`src/rtl/alu_arbiter_pkg.sv`:
```
`default_nettype none
// +----------------------------------------------------------------------+
// | alu_arbiter_pkg                                                      |
// | Shared state encoding, width defaults and ALU control codes.         |
// | Rev 1.0                                                              |
// +----------------------------------------------------------------------+
package alu_arbiter_pkg;

  localparam int c_data_w = 32;
  localparam int c_aluc_w = 4;

  typedef logic [1:0] state_t;

  localparam state_t c_st_idle = 2'd0;
  localparam state_t c_st_exec = 2'd1;
  localparam state_t c_st_resp = 2'd2;

  localparam logic [3:0] c_aluc_add  = 4'd0;
  localparam logic [3:0] c_aluc_and  = 4'd1;
  localparam logic [3:0] c_aluc_or   = 4'd2;
  localparam logic [3:0] c_aluc_xor  = 4'd3;
  localparam logic [3:0] c_aluc_sll  = 4'd4;
  localparam logic [3:0] c_aluc_srl  = 4'd5;
  localparam logic [3:0] c_aluc_sra  = 4'd6;
  localparam logic [3:0] c_aluc_addi = 4'd7;
  localparam logic [3:0] c_aluc_beq  = 4'd13;
  localparam logic [3:0] c_aluc_bne  = 4'd14;

endpackage
`default_nettype wire

```
`src/rtl/alu_arbiter_rr_arb2.sv`:
```
`default_nettype none
// +----------------------------------------------------------------------+
// | rr_arb2                                                              |
// | Two-way round-robin arbiter producing a one-hot grant.               |
// | Rev 1.0                                                              |
// +----------------------------------------------------------------------+
module rr_arb2 (
  input  logic [1:0] valid,
  input  logic       rr_last,
  input  logic       en,
  output logic [1:0] grant
);

  always_comb begin
    grant = 2'b00;
    if (en) begin
      unique case (valid)
        2'b01:   grant = 2'b01;
        2'b10:   grant = 2'b10;
        // On a tie the requester that did not win last time goes next.
        2'b11:   grant = rr_last ? 2'b01 : 2'b10;
        default: grant = 2'b00;
      endcase
    end
  end

endmodule
`default_nettype wire

```
`src/rtl/alu_arbiter.sv`:
```
`default_nettype none
// +----------------------------------------------------------------------+
// | alu_arbiter                                                          |
// | Round-robin sharing of one combinational ALU between two requesters. |
// | Optional grant counters when ALU_ARB_STATS_EN is defined.            |
// | Rev 1.0                                                              |
// +----------------------------------------------------------------------+
module alu_arbiter
  import alu_arbiter_pkg::*;
#(
  parameter int DATA_W = c_data_w,
  parameter int ALUC_W = c_aluc_w
) (
  input  logic              clk,
  input  logic              resetn,
  input  logic              req0_valid,
  output logic              req0_ready,
  input  logic [DATA_W-1:0] req0_a,
  input  logic [DATA_W-1:0] req0_b,
  input  logic [ALUC_W-1:0] req0_aluc,
  input  logic              req1_valid,
  output logic              req1_ready,
  input  logic [DATA_W-1:0] req1_a,
  input  logic [DATA_W-1:0] req1_b,
  input  logic [ALUC_W-1:0] req1_aluc,
  output logic [DATA_W-1:0] alu_a,
  output logic [DATA_W-1:0] alu_b,
  output logic [ALUC_W-1:0] alu_aluc,
  input  logic [DATA_W-1:0] alu_r,
  input  logic              alu_z,
  output logic              rsp_valid,
  input  logic              rsp_ready,
  output logic              rsp_id,
  output logic [DATA_W-1:0] rsp_r,
  output logic              rsp_z
`ifdef ALU_ARB_STATS_EN
  ,
  output logic [15:0]       grant_cnt0,
  output logic [15:0]       grant_cnt1
`endif
);

  state_t            r_state;
  logic [DATA_W-1:0] r_a;
  logic [DATA_W-1:0] r_b;
  logic [ALUC_W-1:0] r_aluc;
  logic              r_id;
  logic              r_rr_last;
  logic              r_rsp_valid;
  logic              r_rsp_id;
  logic [DATA_W-1:0] r_rsp_r;
  logic              r_rsp_z;

  logic              w_en;
  logic [1:0]        w_grant;
  logic              w_accept;
  logic              w_gid;

  // A held response frees the ALU on the same edge the consumer takes it.
  assign w_en = (r_state == c_st_idle) || ((r_state == c_st_resp) && rsp_ready);

  rr_arb2 u_rr_arb2 (
    .valid   ({req1_valid, req0_valid}),
    .rr_last (r_rr_last),
    .en      (w_en),
    .grant   (w_grant)
  );

  assign w_accept   = |w_grant;
  assign w_gid      = w_grant[1];
  assign req0_ready = w_grant[0];
  assign req1_ready = w_grant[1];

  always_ff @(posedge clk or negedge resetn) begin
    if (!resetn) begin
      r_state     <= c_st_idle;
      r_a         <= '0;
      r_b         <= '0;
      r_aluc      <= '0;
      r_id        <= 1'b0;
      r_rr_last   <= 1'b1;
      r_rsp_valid <= 1'b0;
      r_rsp_id    <= 1'b0;
      r_rsp_r     <= '0;
      r_rsp_z     <= 1'b0;
    end else begin
      if (w_accept) begin
        r_a       <= w_gid ? req1_a    : req0_a;
        r_b       <= w_gid ? req1_b    : req0_b;
        r_aluc    <= w_gid ? req1_aluc : req0_aluc;
        r_id      <= w_gid;
        r_rr_last <= w_gid;
      end
      case (r_state)
        c_st_idle: begin
          if (w_accept) r_state <= c_st_exec;
        end
        c_st_exec: begin
          r_rsp_r     <= alu_r;
          r_rsp_z     <= alu_z;
          r_rsp_id    <= r_id;
          r_rsp_valid <= 1'b1;
          r_state     <= c_st_resp;
        end
        c_st_resp: begin
          if (rsp_ready) begin
            r_rsp_valid <= 1'b0;
            r_state     <= w_accept ? c_st_exec : c_st_idle;
          end
        end
        default: begin
          r_rsp_valid <= 1'b0;
          r_state     <= c_st_idle;
        end
      endcase
    end
  end

  assign alu_a     = r_a;
  assign alu_b     = r_b;
  assign alu_aluc  = r_aluc;
  assign rsp_valid = r_rsp_valid;
  assign rsp_id    = r_rsp_id;
  assign rsp_r     = r_rsp_r;
  assign rsp_z     = r_rsp_z;

`ifdef ALU_ARB_STATS_EN
  logic [15:0] r_cnt0;
  logic [15:0] r_cnt1;

  always_ff @(posedge clk or negedge resetn) begin
    if (!resetn) begin
      r_cnt0 <= 16'd0;
      r_cnt1 <= 16'd0;
    end else begin
      if (w_accept && !w_gid) r_cnt0 <= r_cnt0 + 16'd1;
      if (w_accept &&  w_gid) r_cnt1 <= r_cnt1 + 16'd1;
    end
  end

  assign grant_cnt0 = r_cnt0;
  assign grant_cnt1 = r_cnt1;
`endif

endmodule
`default_nettype wire

```
`config.mk`:
```
export PLATFORM = sky130hd
export DESIGN_NAME = alu_arbiter
export DESIGN_NICKNAME = d
export VERILOG_FILES = /design/src/rtl/alu_arbiter_pkg.sv /design/src/rtl/alu_arbiter_rr_arb2.sv /design/src/rtl/alu_arbiter.sv
export SDC_FILE = /design/constraint.sdc
export NUM_CORES = 1
export LEC_CHECK = 0
export ABC_CLOCK_PERIOD_IN_PS = 1800
export BUFFER_PORTS_ARGS = -buffer_cell sky130_fd_sc_hd__buf_4
export CORE_AREA = 5 5 115 117
export DETAILED_ROUTE_END_ITERATION = 7
export DIE_AREA = 0 0 120 122
export PLACE_DENSITY = 0.8
export SYNTH_ARGS = -nofsm -noshare
export SYNTH_HDL_FRONTEND = slang
export SYNTH_SLANG_ARGS = --single-unit
export TNS_END_PERCENT = 5
```
`constraint.sdc`:
```
create_clock -name clk -period 1.8 [get_ports clk]
set_clock_uncertainty 0.15 [all_clocks]
set_input_delay 0.27 -clock clk [delete_from_list [all_inputs] [get_ports clk]]
set_output_delay 0.27 -clock clk [all_outputs]
set_load 0.1 [all_outputs]
```
==> metrics <==
metal3 WL 1780 um; wl on met1 7830 um; register-to-register setup slack 0.05 ns; Slew @ Worst Pin 0.775 ns; routed length on met2 9860 um; gpl congestion 0.797; Final Setup Violations 2; synth cell count leaders a31oi_1 (130), dfrtp_1 (106), nand4_1 (68), o31ai_1 (68), clkbuf_1 (56); top-count cell post-synth a31oi_1; CP Cell Sequence nor2b_4 -> nor2_2 -> and3_4 -> buf_12; H-tree levels 3; register clock-pin slew on the reported worst setup and hold paths 0.08 ns; crit end category output pin; Final Hold Viols 0; fmax 524 MHz; reg2reg path depth 6; vias after detailed routing 5779; WS Path Type reg -> out; drt wl/cell 22.0 um; Top Layer Used met4; Starting Density 44.0%; post-synth cell types 25; largest net degree at the start of global routing 139; CP bufs+invs 1; CTS tree built; average vias per placed instance 6.36; design area 8100 sq um; EDFF count, synth 0; Boundary Pins 279; DRC Markers 0; fin. max-slew vios 0; Fill cells 923; grt ovf 0; worst setup slack after layout -0.109 ns; Antenna Nets Post-Route 0; share of cells above drive strength 1 50.1%; Mapped Avg Cell Area 10.5 sq um; dominant cell type by area after synthesis dfrtp_1; Layout area overhead 50.2%; failing checks negative setup slack; Syn. warnings 0; max-cap check violation count 0; placed cell areas 7610 sq um; crit path launch type flip-flop; Synth top area share 49.2%; Max stage delay cell, worst path dfrtp_2; Site Rows 41; Min Hold Slack 0.00798 ns; vias in the first global route 5680; Reg-to-Reg End rsp_r[21]; FFs w/ async S/R, synth 100%; overall die area 14600 sq um; Largest stage delay, worst path 0.45 ns; Synth Cell Area 5390 sq um; RR Startpoint r_state[0]; hold_sp alu_r[10]; floorplan die height 122 um; global-route wire length before repair 30700 um; Starting DRT DRC Count 615; worst hold endpoint rsp_r[10]; Clk Latency, worst-skew pair 0.34 ns; crit-path max FO 5; Req. time, crit path 1.38 ns; Critical Path AT 1.49 ns; Num CTS Buffers 9; Hold Path Depth 2; ANT cells 0; period utilization 106%; detailed placement HPWL 13400 um; clock buffer depth 2; synthesized flop and latch total 107; cells after synthesis 513; Syn Nets 687; sequential share of the synthesized area 49.7%; routed wire length 20000 um; RSZ-0062 raised after global routing true; Max-slew headroom 48.3%; CTS sink cnt 107; CTS Root Cell clkbuf_16; minimum clock period 1.91 ns; IO buf count 278; nets@finish 928; die width 120 um; top cells by area, synth dfrtp_1 (49%), a31oi_1 (15%), o31ai_1 (9.5%); core region area 12300 sq um; DRT Pass-1 Iters 6; Main synth FF type dfrtp_1; initial antenna violation count 0; Hold WC Path Type in -> reg; delay-heaviest family, CP simple AND/OR/NAND/NOR gates; outcome finished with violations; gr usage total 25.9%
## routing by layer
layer | track usage (%) | vias up
met5 | 0 | -
met3 | 6.59 | 41
li1 | - | 2568
met1 | 33.9 | 2833
met4 | 9.23 | 0
met2 | 42.0 | 337
## kinds of logic after synthesis
family | count (synthesis) | synth area share [%]
mux | 34 | 7.10
buf+inv | 81 | 6.57
compound gates | 213 | 27.6
simple gates | 78 | 8.98
flops | 107 | 49.7
## sequential cells by signal, indices dropped and copies added (netlist names)
| signal | flops |
|---|---|
| alu_a | 32 |
| alu_b | 32 |
| rsp_r | 32 |
| alu_aluc | 4 |
| r_state | 2 |
| r_id | 1 |
| r_rr_last | 1 |
| rsp_id | 1 |
| rsp_valid | 1 |
| rsp_z | 1 |
## layout by cell type (no fill, tap or decap), drive strengths merged
cell type and instances:
buf 303, a31oi 140, dfrtp 106, nand4 68
o31ai 68, mux2 34, clkbuf 9, dlygate4sd3 6
inv 4, and3 3, nor2 3, nand2b 2
clkinvlp 2, nor2b 1, a21bo 1, nor3 1
or2 1, a21boi 1, a21o 1, o21ai 1
o21a 1, bufinv 1, clkinv 1, dfstp 1
## through the flow
| step | std cells | util, % | TNS, ns | setup slack, ns |
|---|---|---|---|---|
| floorplan | 513 | - | -0.528 | -0.349 |
| global placement | 883 | 62.1 | 0 | 0.0410 |
| detailed placement | 883 | 62.1 | -0.601 | -0.0705 |
| CTS | 908 | 65.6 | -1.59 | -0.119 |
| global route | 909 | 66.0 | -1.52 | -0.175 |
| finish | 909 | 66.0 | -0.199 | -0.109 |
## layout make-up
type                            count  area, sq um  share of cell area (%)
Inverter                            1         6.26                  0.0773
Tap cell                          150          188                    2.32
Timing Repair Buffer              309         2490                    30.7
Sequential cell                   107         2680                    33.1
Multi-Input combinational cell    326         2420                    29.9
Clock buffer                        9          225                    2.78
Clock inverter                      7         85.1                    1.05
## repair_timing
item                       in CTS  in global routing
hold endpoints to repair       33                  0
hold buffers                    6                  0
setup buffers                   3                  0
pin swaps                      18                  0
gates cloned                    0                  1
resized for setup              10                 11
setup endpoints to repair      45                105
## how the worst max path moves through the flow
| stage | start | endpoint | slack (ns) | cells past startpoint |
|---|---|---|---|---|
| 6_report | r_state[1] | req0_ready | -0.11 | 4 |
| 5_1_grt | r_state[1] | req0_ready | -0.17 | 4 |
| 4_1_cts | r_state[1] | req0_ready | -0.12 | 4 |
| 3_5_place_dp | r_state[1] | alu_b[0] | -0.07 | 3 |
| 3_3_place_gp | r_state[1] | alu_b[15] | 0.04 | 3 |
| 2_1_floorplan | r_rr_last | req1_ready | -0.35 | 5 |
Power is not shown: default switching activity piles up to over one toggle a cycle in this logic, so the estimate is an artifact.
